<file path="src/rtl/nand3_bist_if.sv">
// rtl/nand3_bist_if.sv - stimulus/response bundle between the BIST engine and the NAND3 cell
//
// Signals:
//   a, b, c  stimulus vector {a,b,c} driven by the tester, a = MSB
//   dut_out  response of the cell under test
// Modports:
//   master   tester side (drives a/b/c, observes dut_out)
//   slave    cell side (observes a/b/c, drives dut_out)

interface nand3_bist_if;
  logic a;
  logic b;
  logic c;
  logic dut_out;

  modport master (
    output a,
    output b,
    output c,
    input  dut_out
  );

  modport slave (
    input  a,
    input  b,
    input  c,
    output dut_out
  );
endinterface

</file>
<file path="src/rtl/nand3_bist.sv">
// rtl/nand3_bist.sv - exhaustive self-checking sequential tester for a 3-input NAND cell
//
// Walks {a,b,c} through 000..111, holds each vector SETTLE_CYCLES cycles, then
// spends one CHECK cycle comparing the cell response against ~(a&b&c).
// Mismatches are counted (saturating) and the run ends with a one-cycle done pulse.
//
// Parameters:
//   SETTLE_CYCLES  cycles a vector is held before it is sampled (>= 1)
//   ERR_W          width of the saturating mismatch counter
// Ports:
//   clk               sole clock, rising edge
//   rst_n             asynchronous active-low reset
//   start_i           launches a run; only looked at in IDLE
//   cell_if           master side of the stimulus/response bundle
//   busy_o            high while vectors are being applied/checked
//   done_o            one-cycle pulse when a run completes
//   pass_o            run finished with zero mismatches; held until next start
//   err_cnt_o         saturating mismatch count; held until next start
//   first_fail_vld_o  (NAND3_BIST_ERRLOG_EN only) a mismatch has been logged
//   first_fail_vec_o  (NAND3_BIST_ERRLOG_EN only) vector of the first mismatch
//
// Optional feature macro: NAND3_BIST_ERRLOG_EN adds the first-failure log.

module nand3_bist #(
  parameter int unsigned SETTLE_CYCLES = 2,
  parameter int unsigned ERR_W         = 4
) (
  input  logic             clk,
  input  logic             rst_n,
  input  logic             start_i,
  nand3_bist_if.master     cell_if,
  output logic             busy_o,
  output logic             done_o,
  output logic             pass_o,
  output logic [ERR_W-1:0] err_cnt_o
`ifdef NAND3_BIST_ERRLOG_EN
  ,
  output logic             first_fail_vld_o,
  output logic [2:0]       first_fail_vec_o
`endif
);

  typedef enum logic [1:0] {
    S_IDLE  = 2'd0,
    S_APPLY = 2'd1,
    S_CHECK = 2'd2,
    S_DONE  = 2'd3
  } state_t;

  // A single-cycle settle still needs a 1-bit counter to keep widths legal.
  localparam int unsigned     CNT_W    = (SETTLE_CYCLES > 1) ? $clog2(SETTLE_CYCLES) : 1;
  localparam logic [CNT_W-1:0] CNT_LAST = CNT_W'(SETTLE_CYCLES - 1);
  localparam logic [ERR_W-1:0] ERR_MAX  = {ERR_W{1'b1}};

  state_t           state_q, state_d;
  logic [2:0]       vec_q, vec_d;
  logic [CNT_W-1:0] cnt_q, cnt_d;
  logic [ERR_W-1:0] err_q, err_d;
  logic             pass_q, pass_d;
  logic [2:0]       abc_q, abc_d;
`ifdef NAND3_BIST_ERRLOG_EN
  logic             ffv_q, ffv_d;
  logic [2:0]       ffvec_q, ffvec_d;
`endif

  logic exp_out;
  logic mismatch;

  // Only vector 111 drives the NAND output low.
  assign exp_out  = (vec_q != 3'b111);
  assign mismatch = (cell_if.dut_out != exp_out);

  always_comb begin
    state_d = state_q;
    vec_d   = vec_q;
    cnt_d   = cnt_q;
    err_d   = err_q;
    pass_d  = pass_q;
    abc_d   = 3'b000;
`ifdef NAND3_BIST_ERRLOG_EN
    ffv_d   = ffv_q;
    ffvec_d = ffvec_q;
`endif

    unique case (state_q)
      S_IDLE: begin
        if (start_i) begin
          state_d = S_APPLY;
          vec_d   = 3'b000;
          cnt_d   = '0;
          err_d   = '0;
          pass_d  = 1'b0;
`ifdef NAND3_BIST_ERRLOG_EN
          ffv_d   = 1'b0;
          ffvec_d = 3'b000;
`endif
        end
      end

      S_APPLY: begin
        if (cnt_q == CNT_LAST) begin
          state_d = S_CHECK;
        end else begin
          cnt_d = cnt_q + CNT_W'(1);
        end
      end

      S_CHECK: begin
        if (mismatch) begin
          if (err_q != ERR_MAX) begin
            err_d = err_q + ERR_W'(1);
          end
`ifdef NAND3_BIST_ERRLOG_EN
          if (!ffv_q) begin
            ffv_d   = 1'b1;
            ffvec_d = vec_q;
          end
`endif
        end
        if (vec_q == 3'b111) begin
          state_d = S_DONE;
          // Uses err_d so the final vector's result is included.
          pass_d  = (err_d == '0);
        end else begin
          state_d = S_APPLY;
          vec_d   = vec_q + 3'd1;
          cnt_d   = '0;
        end
      end

      S_DONE: begin
        state_d = S_IDLE;
      end

      default: begin
        state_d = S_IDLE;
      end
    endcase

    // Stimulus is registered from the next state so the cell sees clean edges.
    if ((state_d == S_APPLY) || (state_d == S_CHECK)) begin
      abc_d = vec_d;
    end
  end

  always_ff @(posedge clk or negedge rst_n) begin
    if (!rst_n) begin
      state_q <= S_IDLE;
      vec_q   <= 3'b000;
      cnt_q   <= '0;
      err_q   <= '0;
      pass_q  <= 1'b0;
      abc_q   <= 3'b000;
    end else begin
      state_q <= state_d;
      vec_q   <= vec_d;
      cnt_q   <= cnt_d;
      err_q   <= err_d;
      pass_q  <= pass_d;
      abc_q   <= abc_d;
    end
  end

`ifdef NAND3_BIST_ERRLOG_EN
  always_ff @(posedge clk or negedge rst_n) begin
    if (!rst_n) begin
      ffv_q   <= 1'b0;
      ffvec_q <= 3'b000;
    end else begin
      ffv_q   <= ffv_d;
      ffvec_q <= ffvec_d;
    end
  end

  assign first_fail_vld_o = ffv_q;
  assign first_fail_vec_o = ffvec_q;
`endif

  assign cell_if.a = abc_q[2];
  assign cell_if.b = abc_q[1];
  assign cell_if.c = abc_q[0];

  assign busy_o    = (state_q == S_APPLY) || (state_q == S_CHECK);
  assign done_o    = (state_q == S_DONE);
  assign pass_o    = pass_q;
  assign err_cnt_o = err_q;

endmodule
</file>
<file path="src/flat_wrapper.sv">
// flat-port wrapper written by rule: the top's interface ports become plain ports
module nand3_bist_flat 
#(
  parameter int unsigned SETTLE_CYCLES = 2,
  parameter int unsigned ERR_W         = 4
)
  (clk, rst_n, start_i, busy_o, done_o, pass_o, err_cnt_o, cell_if_a, cell_if_b, cell_if_c, cell_if_dut_out);
  nand3_bist_if cell_if_i ();
  input  logic clk;
  input  logic rst_n;
  input  logic start_i;
  output logic busy_o;
  output logic done_o;
  output logic pass_o;
  output logic [ERR_W-1:0] err_cnt_o;
  output wire logic [$bits(cell_if_i.a)-1:0] cell_if_a;
  output wire logic [$bits(cell_if_i.b)-1:0] cell_if_b;
  output wire logic [$bits(cell_if_i.c)-1:0] cell_if_c;
  input wire logic [$bits(cell_if_i.dut_out)-1:0] cell_if_dut_out;
  assign cell_if_a = cell_if_i.a;
  assign cell_if_b = cell_if_i.b;
  assign cell_if_c = cell_if_i.c;
  assign cell_if_i.dut_out = cell_if_dut_out;
  nand3_bist #(.SETTLE_CYCLES(SETTLE_CYCLES), .ERR_W(ERR_W)) u_core (.clk(clk), .rst_n(rst_n), .start_i(start_i), .cell_if(cell_if_i), .busy_o(busy_o), .done_o(done_o), .pass_o(pass_o), .err_cnt_o(err_cnt_o));
endmodule
</file>
<file path="config.mk">
export PLATFORM = sky130hd
export DESIGN_NAME = nand3_bist_flat
export DESIGN_NICKNAME = d
export VERILOG_FILES = /design/src/rtl/nand3_bist_if.sv /design/src/rtl/nand3_bist.sv /design/src/flat_wrapper.sv
export SDC_FILE = /design/constraint.sdc
export NUM_CORES = 1
export LEC_CHECK = 0
export ABC_AREA = 1
export BUFFER_PORTS_ARGS = -buffer_cell sky130_fd_sc_hd__buf_2
export CORE_MARGIN = 3
export CORE_UTILIZATION = 50
export DETAILED_ROUTE_END_ITERATION = 10
export HOLD_SLACK_MARGIN = 0.1
export PLACE_DENSITY_LB_ADDON = 0.15
export SKIP_CTS_REPAIR_TIMING = 1
export SLEW_MARGIN = 20
export SYNTH_ARGS = -nofsm -noshare
export SYNTH_HDL_FRONTEND = slang
export SYNTH_SLANG_ARGS = --single-unit
</file>
<file path="constraint.sdc">
create_clock -name clk -period 2.25 [get_ports clk]
set_input_delay 0.45 -clock clk [delete_from_list [all_inputs] [get_ports clk]]
set_output_delay 0.45 -clock clk [all_outputs]
set_load 0.02 [all_outputs]
</file>
==> flow_metrics.py <==
metrics = {
    "grt": {
        "grt_pass1_wl_mm": 2.684,
        "grt_usage_pct": 18.12,
        "grt_pass1_vias": 660,
        "overflow": 0,
        "antenna_found_initial": 0,
        "grt_start_max_net_pins": 15,
    },
    "flow_run": {
        "maxCapViolCount": 0,
    },
    "timing": {
        "finalSetupViolCount": 0,
        "hold_viol": 0,
        "rsz0062_at_grt": "no",
        "layout_setup_ws_ps": 579.6,
        "skew_ps": 1.201,
        "slew_viol_final": 0,
        "slew-limit-headroom_pct": 70.29,
        "fin_crit_sh_pct": 74.24,
        "tns_ps": 0,
        "layout_min_cycle_time_ps": 1670,
        "tightest_slew_ps": 441.0,
        "max_freq_ghz": 0.5986,
    },
    "detailed_routing": {
        "dr.pass1.iters": 4,
        "finalWirelength_mm": 1.603,
        "wl_per_cell_um": 12.33,
        "drc": 0,
        "vias_per_cell": 5.446,
        "drtIter0Drc": 27,
        "vias": 708,
        "final_antenna_net_count": 0,
    },
    "power": {
        "internal_power_w": 0.0006301,
        "p_sw_share_pct": 44.19,
        "p_seq_share_pct": 33.8,
        "ir_drop_mv": 0.8410,
        "power_density_nw_per_um2": 1189,
        "p_clk_share_pct": 16.1,
        "p_leak_nw": 0.5366,
        "finalPower_w": 0.001129,
        "combPwrFrac_pct": 50.1,
        "p_sw_w": 0.0004990,
    },
    "cts": {
        "tritoncts": "built",
        "cts_made_buffers": 3,
        "cts_max_level": 1,
        "clk_pin_slew_ps": 80,
        "clkLatencyLatePin_ps": 280,
        "clock-sinks": 14,
        "clock_path_buffers": 2,
        "clockRootBuffer": "clkbuf_4",
    },
    "setup_path": {
        "r2r_slack_ps": 610,
        "rr_startpoint": "u_core.state_q[0]",
        "crit_arrival_ps": 1220,
        "crit_end": "busy_o",
        "path_class": "reg -> out",
        "path_max_fanout": 4,
        "r2r_cells": 8,
        "cp.required_ps": 1800,
        "worstSetupStartpointType": "register",
        "worstReg2RegEnd": "u_core.abc_q[2]",
        "startpoint": "u_core.state_q[0]",
        "end_kind": "output port",
    },
    "floorplanning": {
        "rows": 13,
        "io_pins": 14,
        "dieArea_sq_um": 2161,
        "start_util_pct": 57.91,
        "die_x_um": 46.49,
        "die_h_um": 46.49,
        "core_sq_um": 1415,
    },
    "logic_synthesis": {
        "syn-cell-area_sq_um": 819.5,
        "synth_top_family_by_area": "simple AND/OR/NAND/NOR gates",
        "synth_top_cells_by_area": "dfrtp_1 (43%), ha_1 (9.2%), nand2_1 (8.2%)",
        "yosysTopAreaCell": "dfrtp_1",
        "synth.mux.area_fraction_pct": 0,
        "synth-compound-area-share_pct": 11.60,
        "synth_top_area_share_pct": 42.75,
        "ys_seq_elements": 14,
        "synth_xor_area_share_pct": 1.985,
        "synth.distinct_cells": 23,
        "yosys_warnings": 0,
        "ys_seq_area_share_pct": 42.75,
        "syn-num-nets": 107,
        "synthCells": 97,
        "synthAdderAreaFrac_pct": 9.160,
        "yosys.area_share.simple_pct": 27.63,
        "avgSynthCellArea_sq_um": 8.449,
    },
    "placement": {
        "port_buffers": 13,
        "place_inst": 125,
        "pre_cts_slack_ps": 637.1,
        "gp_congestion": 0.7952,
        "dp_hpwl_mm": 1.250,
    },
    "finish": {
        "fin_nets": 126,
        "synthToLayoutAreaGrowth_pct": 15.88,
        "final_cells": 130,
        "drive_gt1_share_pct": 23.48,
        "n_antenna_cell": 0,
    },
    "status": {
        "status": "finished clean",
    },
    "min_path": {
        "hp-class": "reg -> reg",
        "hold_start": "u_core.vec_q[1]",
    },
}
[worst min-delay path by stage]
| stage | end | slack [ps] | cells after the start |
|---|---|---|---|
| 5_1_grt | u_core.state_q[1] | 550 | 4 |
| 3_3_place_gp | u_core.state_q[1] | 360 | 1 |
| 3_5_place_dp | u_core.cnt_q | 360 | 1 |
| 2_1_floorplan | u_core.abc_q[0] | 150 | 0 |
| 4_1_cts | u_core.state_q[1] | 50 | 1 |
| 6_report | u_core.vec_q[1] | 540 | 2 |
[layout by cell type (no fill, tap or decap), drive strengths merged]
cell / n
inv: 15
a22oi: 1
clkbuf: 4
o21bai: 1
nand3: 12
a31oi: 1
a21oi: 1
dlygate4sd3: 1
o21ai: 3
nand4: 1
o22ai: 5
dfrtp: 14
xnor2: 1
a21boi: 2
nand2: 23
nand3b: 1
ha: 6
o21a: 1
buf: 13
nor2: 9
[critical path: stages, from the launching register on]
cell     delay [ps]
dfrtp_1         410
inv_1            80
ha_1            290
buf_2           160
[stage by stage]
step | cell area (sq um) | hold slack, ps | util [%]
2_1_floorplan | 819.5 | 154.4 | -
3_3_place_gp | 903.4 | 356.2 | 63.84
3_5_place_dp | 903.4 | 360.0 | 63.84
4_1_cts | 939.7 | 49.05 | 66.40
5_1_grt | 949.7 | 548.5 | 67.11
6_report | 949.7 | 543.2 | 67.11
[power by group through the flow]
| stage | Clock (W) | Combinational [W] | Sequential, W |
|---|---|---|---|
| 2_1_floorplan | 0 | 0.000421 | 0.000403 |
| 3_3_place_gp | 0 | 0.000545 | 0.000382 |
| 3_5_place_dp | 0 | 0.000569 | 0.000385 |
| 4_1_cts | 0.000187 | 0.000570 | 0.000381 |
| 5_1_grt | 0.000201 | 0.000631 | 0.000390 |
| 6_report | 0.000182 | 0.000566 | 0.000381 |
[state kept, by name (all words and copies together) (netlist names)]
name / flops
u_core.vec_q: 3
u_core.state_q: 2
u_core.err_cnt_o: 4
u_core.pass_o: 1
u_core.cnt_q: 1
u_core.abc_q: 3
[Yosys cell counts, drive strengths merged]
cell type and count:
o21ai 3, nor2 9, o21a 1, a21oi 1, a22oi 1, nand4 1
nand3b 1, a31oi 1, o22ai 5, xnor2 1, nand2 23, dfrtp 14
a21boi 2, inv 15, nand3 12, o21bai 1, ha 6
[routing by layer]
metal | track usage (%) | up-vias | part of all wire, %
met5 | 0 | - | 0
met4 | 10.23 | 0 | 2.5
met3 | 4.688 | 5 | 4.2
met2 | 28.02 | 19 | 48
met1 | 22.63 | 332 | 45
li1 | - | 352 | -
[cell families (layout without fill, tap and decap cells)]
logic type | Yosys count | count (layout)
simple gates | 46 | 46
buf+inv | 15 | 33
flops | 14 | 14
compound gates | 15 | 15
xor+xnor | 1 | 1
fa+ha+maj | 6 | 6
[cell type report]
class | instances | area, sq um
clock buffer | 4 | 36.28
fill | 121 | 465.4
timing repair buffer | 14 | 75.07
multi-input combinational | 68 | 412.9
tap | 15 | 18.77
sequential | 14 | 350.3
inverter | 15 | 56.30
Note: power is estimated with default switching activity, not from simulation.
